**src/rtl/fuzz_stim_pkg.sv**
```systemverilog
// ============================================================================
// fuzz_stim_pkg : shared types and LCG constants for the stimulus sequencer
// Revision 1.0
// ============================================================================
`default_nettype none

package fuzz_stim_pkg;

  typedef enum logic [1:0] {
    S_IDLE = 2'd0,
    S_RST  = 2'd1,
    S_RUN  = 2'd2,
    S_DONE = 2'd3
  } state_t;

  localparam logic [31:0] LCG_A = 32'h41C64E6D;
  localparam logic [31:0] LCG_C = 32'h00003039;

  // Jump-ahead pair {A_j, C_j} so that step_j(x) = A_j*x + C_j (mod 2^32).
  function automatic logic [63:0] lcg_jump_pair(input int j);
    logic [31:0] a;
    logic [31:0] c;
    a = 32'd1;
    c = 32'd0;
    for (int i = 0; i < j; i++) begin
      a = a * LCG_A;
      c = c * LCG_A + LCG_C;
    end
    return {a, c};
  endfunction

endpackage

`default_nettype wire

```
**src/rtl/fuzz_stim_sequencer_lcg_jump.sv**
```systemverilog
// ============================================================================
// lcg_jump : single combinational affine LCG step y = A*x + C (mod 2^32)
// Revision 1.0
// ============================================================================
`default_nettype none

module lcg_jump
  import fuzz_stim_pkg::*;
#(
  parameter logic [31:0] A = LCG_A,
  parameter logic [31:0] C = LCG_C
) (
  input  logic [31:0] x,
  output logic [31:0] y
);

  assign y = A * x + C;

endmodule

`default_nettype wire

```
**src/rtl/fuzz_stim_sequencer.sv**
```systemverilog
// ============================================================================
// fuzz_stim_sequencer : clocked LCG stimulus generator with DUT reset control
// Revision 1.0
// ============================================================================
`default_nettype none

module fuzz_stim_sequencer
  import fuzz_stim_pkg::*;
#(
  parameter int          IN_W       = 137,
  parameter int          RST_CYCLES = 2,
  parameter logic [31:0] DEF_SEED   = 32'd240029841
) (
  input  logic            clk,
  input  logic            rst,
  input  logic            start,
  input  logic [31:0]     seed_i,
  input  logic [31:0]     cycles_i,
  input  logic            hold,
  output logic [IN_W-1:0] stim,
  output logic            stim_valid,
  output logic            dut_rst_n,
  output logic            busy,
  output logic            done,
  output logic [31:0]     cyc_count
);

  localparam int          c_NWORDS   = (IN_W + 31) / 32;
  localparam logic [31:0] c_RST_LAST = 32'(RST_CYCLES - 1);

  state_t r_state;
  state_t w_state_nxt;

  logic [31:0]            r_lcg;
  logic [31:0]            r_target;
  logic [31:0]            r_rst_cnt;
  logic [32*c_NWORDS-1:0] w_words;
  logic [31:0]            w_seed_eff;
  logic [31:0]            w_lcg_src;
  logic [IN_W-1:0]        w_stim_nxt;
  logic [31:0]            w_lcg_nxt;
  logic [31:0]            w_target_nxt;
  logic [31:0]            w_rst_cnt_nxt;
  logic [31:0]            w_count_nxt;

  assign w_seed_eff = (seed_i == 32'd0) ? DEF_SEED : seed_i;
  // In IDLE the next vector is vector 0 of a fresh run, built from the seed.
  assign w_lcg_src  = (r_state == S_IDLE) ? w_seed_eff : r_lcg;

  generate
    for (genvar k = 0; k < c_NWORDS; k++) begin : g_word
      localparam logic [63:0] c_PAIR = lcg_jump_pair(k + 1);
      lcg_jump #(
        .A (c_PAIR[63:32]),
        .C (c_PAIR[31:0])
      ) u_jump (
        .x (w_lcg_src),
        .y (w_words[32*k +: 32])
      );
    end
  endgenerate

  always_comb begin
    w_state_nxt   = r_state;
    w_stim_nxt    = stim;
    w_lcg_nxt     = r_lcg;
    w_target_nxt  = r_target;
    w_rst_cnt_nxt = r_rst_cnt;
    w_count_nxt   = cyc_count;
    case (r_state)
      S_IDLE: begin
        if (start) begin
          w_state_nxt   = S_RST;
          w_stim_nxt    = w_words[IN_W-1:0];
          w_lcg_nxt     = w_words[32*(c_NWORDS-1) +: 32];
          w_target_nxt  = cycles_i;
          w_rst_cnt_nxt = 32'd0;
          w_count_nxt   = 32'd0;
        end
      end
      S_RST: begin
        if (r_rst_cnt == c_RST_LAST) begin
          w_state_nxt = S_RUN;
        end else begin
          w_rst_cnt_nxt = r_rst_cnt + 32'd1;
        end
      end
      S_RUN: begin
        // Completion wins over hold, and the count can never pass the target.
        if (cyc_count == r_target) begin
          w_state_nxt = S_DONE;
        end else if (!hold) begin
          w_stim_nxt  = w_words[IN_W-1:0];
          w_lcg_nxt   = w_words[32*(c_NWORDS-1) +: 32];
          w_count_nxt = cyc_count + 32'd1;
        end
      end
      S_DONE:  w_state_nxt = S_IDLE;
      default: w_state_nxt = S_IDLE;
    endcase
  end

  always_ff @(posedge clk or posedge rst) begin
    if (rst) begin
      r_state    <= S_IDLE;
      r_lcg      <= 32'd0;
      r_target   <= 32'd0;
      r_rst_cnt  <= 32'd0;
      stim       <= '0;
      cyc_count  <= 32'd0;
      stim_valid <= 1'b0;
      dut_rst_n  <= 1'b0;
      busy       <= 1'b0;
      done       <= 1'b0;
    end else begin
      r_state    <= w_state_nxt;
      r_lcg      <= w_lcg_nxt;
      r_target   <= w_target_nxt;
      r_rst_cnt  <= w_rst_cnt_nxt;
      stim       <= w_stim_nxt;
      cyc_count  <= w_count_nxt;
      stim_valid <= (w_state_nxt == S_RST) || (w_state_nxt == S_RUN);
      busy       <= (w_state_nxt == S_RST) || (w_state_nxt == S_RUN);
      dut_rst_n  <= (w_state_nxt == S_RUN) || (w_state_nxt == S_DONE);
      done       <= (w_state_nxt == S_DONE);
    end
  end

endmodule

`default_nettype wire

```
**config.mk**
```make
export PLATFORM = sky130hd
export DESIGN_NAME = fuzz_stim_sequencer
export DESIGN_NICKNAME = d
export VERILOG_FILES = /design/src/rtl/fuzz_stim_pkg.sv /design/src/rtl/fuzz_stim_sequencer_lcg_jump.sv /design/src/rtl/fuzz_stim_sequencer.sv
export SDC_FILE = /design/constraint.sdc
export NUM_CORES = 2
export LEC_CHECK = 0
export ABC_AREA = 0
export BUFFER_PORTS_ARGS = -buffer_cell sky130_fd_sc_hd__clkbuf_2
export CORE_ASPECT_RATIO = 0.75
export CORE_MARGIN = 2
export CORE_UTILIZATION = 40
export CTS_CLUSTER_SIZE = 30
export DETAILED_ROUTE_END_ITERATION = 16
export PLACE_DENSITY = 0.58
export SLEW_MARGIN = 30
export SYNTH_ARGS = -nofsm -noshare
export SYNTH_HDL_FRONTEND = slang
export SYNTH_SLANG_ARGS = --single-unit
```
**constraint.sdc**
```tcl
create_clock -name clk -period 14.2 [get_ports clk]
set_input_delay 1.42 -clock clk [delete_from_list [all_inputs] [get_ports clk]]
set_output_delay 1.42 -clock clk [all_outputs]
set_load 0.05 [all_outputs]
```
==> qor.txt <==
run status -> complete, no violations
Peak VDD IR -> 0.000222 V
Most used DFF post-synth -> dfrtp_1
asr flop ratio synth -> 100%
vias in the first global route -> 38.0k
clock tree buffer depth -> 3
first-pass GRT wire length -> 282,000 µm
Yosys warnings -> 0
unrepaired setup endpoints after global routing -> false
Switch Pwr -> 6.69 mW
Core Area -> 124,000 µm²
Max Transition Viols Final -> 0
Switching Share -> 55.4%
CP Max Fanout -> 16
clk slew on worst S/H paths -> 0.06 ns
clock power share -> 7.2%
Worst path max stage delay -> 0.63 ns
worst slew pin tran -> 1.10 ns
CP Capture Type -> flop
Layout Nets -> 7,180
Post-Syn Area -> 50,000 µm²
top cell type's share of synthesized area -> 32.9%
clk sink count -> 257
initial antenna violation count -> 15
Die W -> 412 µm
FF+latch count, synth -> 257
number of synthesized flops with an enable pin -> 0
CTS root buffer -> clkbuf_16
Mapped Avg Cell Area -> 9.57 µm²
sequential power share -> 6.2%
Std-Cell Rows -> 112
initial core utilization -> 40.2%
Clock Latency Late Sink -> 0.63 ns
Post-CTS Setup Bufs -> 0
GR Util All Layers -> 31.3%
pin count of the biggest net entering global routing -> 153
Slew headroom -> 26.6%
die height -> 310 µm
Resized cells post-CTS -> 0
CTS Buf Count -> 30
DRC -> 0
Final setup viols -> 0
Leakage -> 29.8 nW
routed wire length per instance -> 27.5 µm
final hold vios -> 0
Unique masters post-synth -> 83
Routed WL -> 197,000 µm
post-detailed-placement half-perimeter wirelength -> 168,000 µm
cts hold-fix bufs -> 0
crit path max-delay cell type -> inv_1
register area -> 6430 µm²
Antenna Nets Post-Route -> 0
CTS tree -> built
final worst path period share -> 76.5%
Vias -> 37.6k
H-Tree Depth -> 1
first-pass detailed-route iteration total -> 5
synthesis-to-finish area growth -> 9.29%
full die area -> 128,000 µm²
# fillers -> 12.3k
boundary pin count -> 241
cells after synthesis -> 5,220
Post-Syn Nets -> 6,920
WP data required -> 14.75 ns
worst slack at placement -> 2.63 ns
Int Power -> 5.40 mW
Seq/Total Area, Yosys -> 12.9%
fraction of layout cells with a size suffix above 1 -> 7.98%
Via-to-Cell Ratio -> 5.26
Initial DRC Count -> 3,985
Final Skew -> 0.0152 ns
minimum clock period -> 10.86 ns
Crit path top cell by count -> fa_1
area of the multi-input gates -> 37,800 µm²
post-synth top area cell -> fa_1
share of total power in combinational logic -> 86.6%
critical path data arrival time -> 11.40 ns
max_cap viols -> 0
Hold WC Path Type -> reg -> reg
setup slack after layout -> 3.34 ns
Setup TNS -> 0 ns
GRT Residual Overflow -> 0
CP startpoint kind -> input pin
Max Fclk -> 92.1 MHz
port bufs -> 240
Placer Congestion -> 1.10
top cells by area, synth -> fa_1 33%, ha_1 20%, dfrtp_1 13%
Crit Path Class -> in -> reg
pwr dens -> 221 nW/µm²
[cells in the final DEF, fill, tap and decap left out, drive strengths merged, types with 76 or more instances in the layout]
cell | netlist | routed
a21oi | 137 | 137
buf | 45 | 76
clkbuf | 43 | 281
dfrtp | 257 | 257
fa | 821 | 821
ha | 811 | 811
inv | 1435 | 1437
nand2 | 393 | 393
nor2 | 149 | 149
o21ai | 179 | 179
xnor2 | 233 | 233
xor2 | 146 | 146
[worst paths after layout]
| kind | from | end | slack, ns | cells after the start |
|---|---|---|---|---|
| max in group asynchronous | rst | r_lcg[30] | 11.89 | 4 |
| worst min register to register | stim[80] | stim[80] | 0.48 | 2 |
| worst min-delay path | stim[80] | stim[80] | 0.48 | 2 |
| min in group asynchronous | rst | stim[72] | 0.92 | 2 |
| worst max register to register | r_state[0] | stim[31] | 3.72 | 30 |
| worst max-delay path | seed_i[30] | stim[95] | 3.34 | 31 |
[synthesized netlist by cell type (34+ instances only)]
cell	instances
nand2_1	393
o21ai_0	175
nand3_1	43
xor2_1	146
fa_1	821
dfrtp_1	257
xnor2_1	229
a21oi_1	136
nor2_1	148
a21o_1	72
inv_1	1434
ha_1	811
nand4_1	34
clkbuf_1	43
[sequential cells by signal, indices dropped and copies added (netlist names)]
signal,count
r_state,2
done,1
cyc_count,32
stim,132
busy,1
dut_rst_n,1
r_target,32
r_rst_cnt,32
r_lcg,24
[layout make-up]
| type | instances | area share (%) |
|---|---|---|
| Antenna cell | 4 | 0.0183 |
| Clock buffer | 41 | 1.60 |
| Clock inverter | 13 | 0.385 |
| Inverter | 1435 | 9.88 |
| Multi-Input combinational cell | 3440 | 69.2 |
| Sequential cell | 257 | 11.8 |
| Tap cell | 1653 | 3.79 |
| Timing Repair Buffer | 316 | 3.34 |
[cell families after synthesis]
logic type	count (synthesis)	share of synthesized area (%)
adders and majority gates	1632	53.2
DFF	257	12.9
muxes	31	0.709
AOI/OAI and AO/OA	587	7.44
buffers and inverters	1523	11.7
xor gates and xnor gates	379	6.70
and+or+nand+nor	811	7.38
[through the flow]
| stage | utilization, % | power (mW) | std cells | area [µm²] | hold WS (ns) |
|---|---|---|---|---|---|
| 2_1_floorplan | - | 7.96 | 5220 | 50000 | 0.439 |
| 3_3_place_gp | 43.0 | 10.9 | 7099 | 53400 | 0.461 |
| 3_5_place_dp | 43.0 | 11.0 | 7099 | 53400 | 0.468 |
| 4_1_cts | 43.9 | 12.0 | 7153 | 54500 | 0.485 |
| 5_1_grt | 44.0 | 13.3 | 7155 | 54600 | 0.501 |
| 6_report | 44.0 | 12.1 | 7159 | 54600 | 0.475 |
[critical path, delay by kind of cell]
kind,cells,cell delay (ns)
buf+inv,8,2.02
fa+ha+maj,8,3.98
simple gates,7,2.04
compound gates,8,1.87
[power by group through the flow]
stage          sequential (mW)  combinational [mW]  clock [mW]
2_1_floorplan            0.794                7.17           0
6_report                 0.754                10.5       0.867
4_1_cts                  0.753                10.3       0.891
3_5_place_dp             0.767                10.2           0
5_1_grt                  0.754                11.6       0.919
3_3_place_gp             0.767                10.1           0
[metal layers]
metal  up-vias  GRT usage [%]  share of wire (%)
li1      16682              -                  -
met1     18829           46.1                 46
met2      1790           42.5                 39
met3       312           11.6                 12
met4        28           8.09                3.2
met5         -              0               0.17
Power figures use the tool's default switching activity.
